File: src/rtl/playfield_if.sv
// -----------------------------------------------------------------------------
// playfield_if
// Bus between the game-logic controller (master) and the playfield store
// (slave).
//   wnr           : 1 = write `in` to row `rowid` this cycle, 0 = read
//   rowid         : row address, row 0 is the bottom of the board
//   in            : write data, cell c at bits [c*CELL_W +: CELL_W]
//   out           : registered read data (1-cycle latency)
//   clear_start   : single-cycle request to run the line-clear engine
//   busy          : clear engine active
//   clear_done    : one-cycle pulse in the last busy cycle
//   lines_cleared : rows removed by the last completed clear
// -----------------------------------------------------------------------------
interface playfield_if #(
    parameter int ROWS   = 20,
    parameter int COLS   = 10,
    parameter int CELL_W = 2
);
    localparam int ROW_W = COLS * CELL_W;
    localparam int RID_W = $clog2(ROWS);
    localparam int CNT_W = $clog2(ROWS + 1);

    logic             wnr;
    logic [RID_W-1:0] rowid;
    logic [ROW_W-1:0] in;
    logic [ROW_W-1:0] out;
    logic             clear_start;
    logic             busy;
    logic             clear_done;
    logic [CNT_W-1:0] lines_cleared;

    modport master (
        output wnr, rowid, in, clear_start,
        input  out, busy, clear_done, lines_cleared
    );

    modport slave (
        input  wnr, rowid, in, clear_start,
        output out, busy, clear_done, lines_cleared
    );
endinterface

File: src/rtl/playfield.sv
// -----------------------------------------------------------------------------
// playfield
// ROWS x COLS board of CELL_W-bit cells (0 = empty) with a row-addressed
// read/write port and a line-clear engine. On clear_start the engine walks the
// rows bottom to top, one row per cycle; a full row is removed by moving every
// row above it down by one in a single cycle, and the same position is checked
// again. The number of removed rows is reported with clear_done.
// Ports:
//   clk     : system clock, rising edge
//   reset_n : asynchronous active-low reset
//   bus     : playfield_if.slave (row port, clear request, status)
// -----------------------------------------------------------------------------
module playfield #(
    parameter int ROWS   = 20,
    parameter int COLS   = 10,
    parameter int CELL_W = 2
) (
    input logic        clk,
    input logic        reset_n,
    playfield_if.slave bus
);
    localparam int ROW_W = COLS * CELL_W;
    localparam int RID_W = $clog2(ROWS);
    localparam int CNT_W = $clog2(ROWS + 1);

    // ROWS always fits in RID_W+1 bits, so the range check never truncates.
    localparam logic [RID_W:0]   ROW_LIMIT = (RID_W + 1)'(ROWS);
    localparam logic [RID_W-1:0] LAST_ROW  = RID_W'(ROWS - 1);

    typedef enum logic [1:0] {
        IDLE,
        SCAN,
        DONE
    } state_t;

    state_t           state, state_next;
    logic [RID_W-1:0] r, r_next;
    logic [CNT_W-1:0] count, count_next;
    logic [ROW_W-1:0] mem [ROWS];
    logic             row_full;
    logic             collapse;
    logic             rowid_ok;
    logic             wr_en;

    assign rowid_ok = {1'b0, bus.rowid} < ROW_LIMIT;

    // The controller may only modify the board while the engine is idle.
    assign wr_en = bus.wnr && rowid_ok && (state == IDLE);

    // A row is full when no cell is zero.
    always_comb begin
        row_full = 1'b1;
        for (int c = 0; c < COLS; c++) begin
            if (mem[r][c*CELL_W +: CELL_W] == '0) begin
                row_full = 1'b0;
            end
        end
    end

    // NOTE: every signal gets a default before the case so no latch is inferred.
    always_comb begin
        state_next = state;
        r_next     = r;
        count_next = count;
        collapse   = 1'b0;
        case (state)
            IDLE: begin
                if (bus.clear_start) begin
                    state_next = SCAN;
                    r_next     = '0;
                    count_next = '0;
                end
            end
            SCAN: begin
                if (row_full) begin
                    // r holds: the row that drops into position r is checked next.
                    collapse   = 1'b1;
                    count_next = count + 1'b1;
                end else if (r == LAST_ROW) begin
                    state_next = DONE;
                end else begin
                    r_next = r + 1'b1;
                end
            end
            DONE: begin
                state_next = IDLE;
            end
            default: begin
                state_next = IDLE;
            end
        endcase
    end

    // NOTE: sequential state uses non-blocking assignments so all registers
    // update from the same pre-edge values.
    always_ff @(posedge clk or negedge reset_n) begin
        if (!reset_n) begin
            state             <= IDLE;
            r                 <= '0;
            count             <= '0;
            bus.busy          <= 1'b0;
            bus.clear_done    <= 1'b0;
            bus.lines_cleared <= '0;
        end else begin
            state          <= state_next;
            r              <= r_next;
            count          <= count_next;
            bus.busy       <= (state_next != IDLE);
            bus.clear_done <= (state_next == DONE);
            // Loaded on entry to DONE so the count is valid alongside clear_done.
            if (state == SCAN && state_next == DONE) begin
                bus.lines_cleared <= count_next;
            end
        end
    end

    // NOTE: the board is a register array, not a RAM macro, and must read as
    // empty after reset, so every row is cleared by the reset branch.
    always_ff @(posedge clk or negedge reset_n) begin
        if (!reset_n) begin
            for (int i = 0; i < ROWS; i++) begin
                mem[i] <= '0;
            end
            bus.out <= '0;
        end else begin
            // Read-before-write: out always shows the contents before this edge.
            bus.out <= rowid_ok ? mem[bus.rowid] : '0;
            if (collapse) begin
                for (int i = 0; i < ROWS - 1; i++) begin
                    if (RID_W'(i) >= r) begin
                        mem[i] <= mem[i+1];
                    end
                end
                mem[ROWS-1] <= '0;
            end else if (wr_en) begin
                mem[bus.rowid] <= bus.in;
            end
        end
    end
endmodule

File: src/flat_wrapper.sv
// flat-port wrapper written by rule: the top's interface ports become plain ports
module playfield_flat 
#(
    parameter int ROWS   = 20,
    parameter int COLS   = 10,
    parameter int CELL_W = 2
)
  (clk, reset_n, bus_wnr, bus_rowid, bus_in, bus_clear_start, bus_out, bus_busy, bus_clear_done, bus_lines_cleared);
  playfield_if #(.ROWS(ROWS), .COLS(COLS), .CELL_W(CELL_W)) bus_i ();
  input logic clk;
  input logic reset_n;
  input wire logic [$bits(bus_i.wnr)-1:0] bus_wnr;
  input wire logic [$bits(bus_i.rowid)-1:0] bus_rowid;
  input wire logic [$bits(bus_i.in)-1:0] bus_in;
  input wire logic [$bits(bus_i.clear_start)-1:0] bus_clear_start;
  output wire logic [$bits(bus_i.out)-1:0] bus_out;
  output wire logic [$bits(bus_i.busy)-1:0] bus_busy;
  output wire logic [$bits(bus_i.clear_done)-1:0] bus_clear_done;
  output wire logic [$bits(bus_i.lines_cleared)-1:0] bus_lines_cleared;
  assign bus_i.wnr = bus_wnr;
  assign bus_i.rowid = bus_rowid;
  assign bus_i.in = bus_in;
  assign bus_i.clear_start = bus_clear_start;
  assign bus_out = bus_i.out;
  assign bus_busy = bus_i.busy;
  assign bus_clear_done = bus_i.clear_done;
  assign bus_lines_cleared = bus_i.lines_cleared;
  playfield #(.ROWS(ROWS), .COLS(COLS), .CELL_W(CELL_W)) u_core (.clk(clk), .reset_n(reset_n), .bus(bus_i));
endmodule
File: config.mk
export PLATFORM = sky130hd
export DESIGN_NAME = playfield_flat
export DESIGN_NICKNAME = d
export VERILOG_FILES = /design/src/rtl/playfield_if.sv /design/src/rtl/playfield.sv /design/src/flat_wrapper.sv
export SDC_FILE = /design/constraint.sdc
export NUM_CORES = 1
export LEC_CHECK = 0
export ABC_AREA = 1
export CAP_MARGIN = 25
export CORE_ASPECT_RATIO = 1.4
export CORE_MARGIN = 2
export CORE_UTILIZATION = 45
export CTS_BUF_LIST = sky130_fd_sc_hd__clkbuf_2
export CTS_CLUSTER_DIAMETER = 40
export DETAILED_ROUTE_END_ITERATION = 10
export RECOVER_POWER = 100
export SLEW_MARGIN = 20
export SYNTH_ARGS = -nofsm -noshare
export SYNTH_HDL_FRONTEND = slang
export SYNTH_SLANG_ARGS = --single-unit
export TNS_END_PERCENT = 20
File: constraint.sdc
create_clock -name clk -period 5.9 [get_ports clk]
set_input_delay 0.59 -clock clk [delete_from_list [all_inputs] [get_ports clk]]
set_output_delay 0.59 -clock clk [all_outputs]
set_load 0.05 [all_outputs]
Word level (Yosys, flattened, before mapping). Index checks and enable logic that the tools add are counted. Widths: inputs -> output; s select.

Flip-flop bits (word level): 439. Logic and storage cells: 171. Input port bits: 29. Output and inout bits: 27.

Reduce and logical (&&, ||, !) cells: 38. Multiplexer cells: 54. Bitwise logic cells: 2. Eq/ne operators: 25. $lt $le $gt $ge: 23. Add/sub/neg operators: 2.

Operators with widths (count): $mux 400 (2); $mux 20 (25); $bwmux 400 (1); $bmux 20 s5 (2); $demux 20 s5 (1); $ne 2x2->1 const B (22); $ge 4x5->1 const A (8); $reduce_and 2->1 (19); $mux 5 (5); $logic_not 2->1 (11); $ge 3x5->1 const A (4); $pmux 5 s2 (2); $ge 5x5->1 const A (3); $ge 6x6->1 const B (2); $mux 1 (12); $not 5->6 (2); $add 5x1->5 const B (2); $ge 1x5->1 const A (2); $ge 2x5->1 const A (2); $lt 6x1->1 const B (1); $mux 2 (3); $reduce_bool 2->1 (3); $eq 5x5->1 const B (1); $lt 5x5->1 const B (1); other kinds (5) (8).

Depth between registers and ports, before layout.
Depth in word-level cells: 19. Depth in mapped cells: 22. Gate-level depth less buffers: 18.

Least setup slack after synthesis. No wires, ideal clock.

Path kind: register to register. Start: register u_core.r[1]. End: register u_core.mem[346] (netlist bit). Buffers on the path: 6. Library setup time: 0.117 ns. Setup slack: 3.487 ns. Period minus slack after synthesis: 2.413 ns. Cell stages (with the launch flop): 21. Data required time: 5.783 ns. Data arrival time: 2.296 ns. Path through: dfrtp_1 -> buf_4 -> nor2_2 -> buf_4 -> buf_4 -> nand3_1 -> nand2_1 -> nor2_1 -> nand3_1 -> nand2_1 -> nand3_1 -> nand2_1 -> nor2_1 -> nand4_2 -> buf_4 -> buf_6 -> buf_4 -> nand3_1 -> nand2_1 -> nand2_1 -> nand2_1.

Cells in the longest elaborated chain, start to end: 19. Elaborated cells on any way between the ends: 31. Those cells by class: order compare (1); eq/ne (1); mux (16); bitwise (1); reduce/logical (12).

Ends and longest elaborated chain: start, declared (line playfield.sv:37) `logic [RID_W-1:0] r, r_next;`; start signal, assigned (line playfield.sv:106) `r <= r_next;`; $not 5->6 (implied by the code) (line playfield.sv:54) `if (mem[r][c*CELL_W +: CELL_W] == '0) begin`; $bmux 20 s5 (line playfield.sv:54); $mux 20 (implied by the code) (2 in series) (line playfield.sv:54); $logic_not 2->1 (line playfield.sv:54); $mux 1 (10 in series) (line playfield.sv:54); $mux 1 (line playfield.sv:75) `if (row_full) begin`; $mux 1 (line playfield.sv:66) `case (state)`; $ne 2x2->1 (no source line) / $reduce_bool 2->1 (equally long branches); $reduce_and 2->1 (no source line); end signal, assigned by index (line playfield.sv:131) `mem[i] <= mem[i+1];`; end signal, assigned by index (line playfield.sv:136) `mem[bus.rowid] <= bus.in;`; end, declared (line playfield.sv:39) `logic [ROW_W-1:0] mem [ROWS];`.

Several ways; a longest one is shown, not always the timed one. The select of a mux whose other input is x is not followed. A chain may end at the register's enable or synchronous reset.

Final worst setup path.
Start: input port bus_rowid[1]. End: register u_core.bus.out[10].

Cells in the longest elaborated chain, start to end: 5. Elaborated cells on any way between the ends: 6. Those cells by class: order compare (1); mux (4); bitwise (1).

Ends and longest elaborated chain: start, declared (line flat_wrapper.sv:13) `input wire logic [$bits(bus_i.rowid)-1:0] bus_rowid;`; $not 5->6 (implied by the code) (line playfield.sv:127) `bus.out <= rowid_ok ? mem[bus.rowid] : '0;`; $bmux 20 s5 (line playfield.sv:127); $mux 20 (implied by the code) (2 in series) (line playfield.sv:127); $mux 20 * (line playfield.sv:127); end signal, assigned (line playfield.sv:127); end, declared (line playfield_if.sv:39) `output out, busy, clear_done, lines_cleared`.

Every way passes the cells marked *; elsewhere a longest branch is shown, timed or not. The select of a mux whose other input is x is not followed.

==> results.json <==
{
  "async_flop_share_pct": 100,
  "avgViaCountPerCell": 5.94,
  "slowest_delay_ns": 2.84,
  "rsz0062_at_grt": "no",
  "syn-num-nets": 4994,
  "timing_hold_violations_final": 0,
  "min_from": "bus_in[4]",
  "overflow": 0,
  "postRouteAntennaNets": 0,
  "cp_max_fo": 55,
  "cp_slowest_cell": "clkbuf_1",
  "numClockSinks": 439,
  "htreeDepth": 3,
  "period_needed_ns": 5.63,
  "finalClockSkew_ns": 0.0811,
  "drive_gt1_share_pct": 6.98,
  "setup_viol": 0,
  "cp-end-kind": "register",
  "antenna_found_initial": 11,
  "crit_type": "in -> reg",
  "period_share_pct": 95.4,
  "tightest_slew_ns": 4.06,
  "place_area_sq_um": 31700,
  "layout_commonest_cell": "nand2_1",
  "maxCapViolCount": 5,
  "synth_top_area_share_pct": 35.9,
  "synth_cell_types": 45,
  "port_buffers": 55,
  "postSynthAreaPerCell_sq_um": 6.17,
  "yosysWarnings": 0,
  "yosysSeqAreaShare_pct": 35.9,
  "slew_viol_final": 351,
  "leakagePower_nw": 17.7,
  "synth_area_leader_cell": "dfrtp_1",
  "r2r_end": "u_core.mem[127]",
  "nNetsFinal": 4940,
  "path_clk_slew_ns": 0.09,
  "cts_root_buf": "clkbuf_2",
  "ys.flop_type": "dfrtp_1",
  "critPathLaunch": "bus_rowid[1]",
  "slew_headroom_pct": -171,
  "initial_core_util_pct": 45.3,
  "cts_buffer_depth": 3,
  "ys_seq_elements": 439,
  "dr.pass1.iters": 7,
  "rows": 113,
  "r2r_cells": 17,
  "final_cell_mix": "nand2_1 (2165), nand3_1 (601), dfrtp_1 (438)",
  "crit_cells": 7,
  "grt_pass1_wl_um": 231000,
  "routed_wl_um": 160000,
  "post_cts_buffers": 0,
  "cp_data_arrival_time_ns": 6.85,
  "synth_area_sq_um": 30600,
  "grt_pass1_vias": 32500,
  "p_per_area_nw_per_um2": 284,
  "netlist_top_cells_area": "dfrtp_1 (36%), nand2_1 (27%), nand3_1 (9.8%), inv_1 (5.2%), nor2_1 (4.0%)",
  "clkLatencyLatePin_ns": 1.39,
  "synthToLayoutAreaGrowth_pct": 7.23,
  "routedWlPerCell_um": 27.3,
  "pin_count": 56,
  "postLayoutCellArea_sq_um": 32800,
  "setup_tns_ns": 0,
  "reg2reg_slack_ns": 0.68,
  "cts_tree": "done",
  "core_area_sq_um": 67600,
  "syn_inst": 4961,
  "drt_iter0_markers": 4695,
  "num-fill-cells": 7379,
  "die_x_um": 224,
  "status": "finished with violations",
  "synth_edf_count": 0,
  "grt_usage_pct": 45.6,
  "post-dp-hpwl_um": 110000,
  "fmax_mhz": 178,
  "grt_max_degree": 193,
  "violations": "max-capacitance violations, max-slew violations",
  "critPathBufInv": 2,
  "crit_chain": "clkdlybuf4s50_1, nand2_4, clkbuf_1, o22ai_1, o21ai_1, o211ai_1, a221o_1",
  "endpoint": "u_core.bus.out[10]",
  "drc": 0,
  "crit_family": "buffers and inverters",
  "ir_worst_vdd_mv": 0.254,
  "r2r_start": "u_core.r[1]",
  "required_ns": 7.12,
  "worstSetupStartpointType": "input port",
  "hold_class": "in -> reg",
  "die-area_sq_um": 70100,
  "fp.dieH_um": 312,
  "cts_buffers": 121,
  "vias": 34900,
  "routabilityCongestion": 1.07
}
==> area by class of cell <==
type	count	area [sq um]	share of cell area, %
Multi-Input combinational cell	3690	16200	49.3
Sequential cell	439	11000	33.5
Inverter	460	1730	5.28
Timing Repair Buffer	195	1670	5.08
Tap cell	862	1080	3.29
Clock buffer	177	886	2.70
Clock inverter	38	239	0.729
Antenna cell	11	27.5	0.0839
==> registers in the layout (all words and copies together), names as in the netlist <==
name                      count
u_core.r                      5
u_core.bus.out               20
u_core.state                  2
u_core.mem                  400
u_core.bus.lines_cleared      5
u_core.count                  5
u_core.bus.clear_done         1
u_core.bus.busy               1
==> worst min-delay path by stage <==
stage,end,cells past startpoint
6_report,u_core.mem[4],4
5_1_grt,u_core.mem[3],4
4_1_cts,u_core.mem[7],4
3_5_place_dp,u_core.mem[234],2
3_3_place_gp,u_core.mem[54],2
2_1_floorplan,u_core.bus.busy,0
==> cells in the mapped netlist (22+ instances only) <==
library cell  number
a221oi_1          29
o211ai_1          48
o221ai_1          26
clkbuf_1         180
a211oi_1          28
nand3_1          601
o22ai_1           91
clkinv_1          22
nand2_1         2165
inv_1            421
buf_2            131
nor2_1           325
a21oi_1           34
a22oi_1           39
o21ai_0          223
buf_1             27
dfrtp_1          439
==> power breakdown <==
| group | internal, W | switching [W] | total [W] |
|---|---|---|---|
| Combinational | 0.000839 | 0.00278 | 0.00362 |
| Sequential | 0.00311 | 0.000119 | 0.00323 |
| Clock | 0.000940 | 0.00151 | 0.00245 |
| Total | 0.00489 | 0.00441 | 0.00930 |
==> layer usage <==
| layer | routed length, um | up-vias | global-route usage (%) | share of wire (%) |
|---|---|---|---|---|
| met4 | 17100 | 2 | 40.3 | 11 |
| li1 | - | 15700 | - | - |
| met1 | 56900 | 16300 | 53.5 | 36 |
| met2 | 70100 | 2247 | 69.1 | 44 |
| met5 | 11 | - | 0 | 0.0069 |
| met3 | 15900 | 665 | 11.6 | 9.9 |
==> what timing repair did <==
action | CTS | global route
hold buffers | 4 | 0
gates resized for setup | 0 | 0
hold endpoints to repair | 222 | 0
==> logic make-up (layout without fill, tap and decap cells) <==
family          after synthesis  after routing  share of synthesized area (%)
flops                       439            439                           35.9
xor+xnor                      2              2                         0.0573
simple gates               3140           3140                           41.5
fa+ha+maj                     4              4                          0.164
compound gates              544            544                           11.0
other cells                   0             11                              0
buf+inv                     832            870                           11.3
==> through the flow <==
stage	setup WS, ns	total power [W]	utilization, %	cells	hold slack, ns
2_1_floorplan	3.49	0.00532	-	4961	0.294
3_3_place_gp	1.49	0.00674	46.9	5640	0.454
3_5_place_dp	1.53	0.00673	46.9	5640	0.458
4_1_cts	1.44	0.00916	48.6	5859	0.0338
5_1_grt	0.568	0.00967	48.5	5865	0.104
6_report	0.271	0.00930	48.5	5872	0.124
==> tightest hold or removal path, cell delays in order <==
cell	delay [ns]
clkdlybuf4s50_1	0.40
buf_4	0.25
nor2_1	0.14
a211oi_1	0.06
Note: power is estimated with default switching activity, not from simulation.
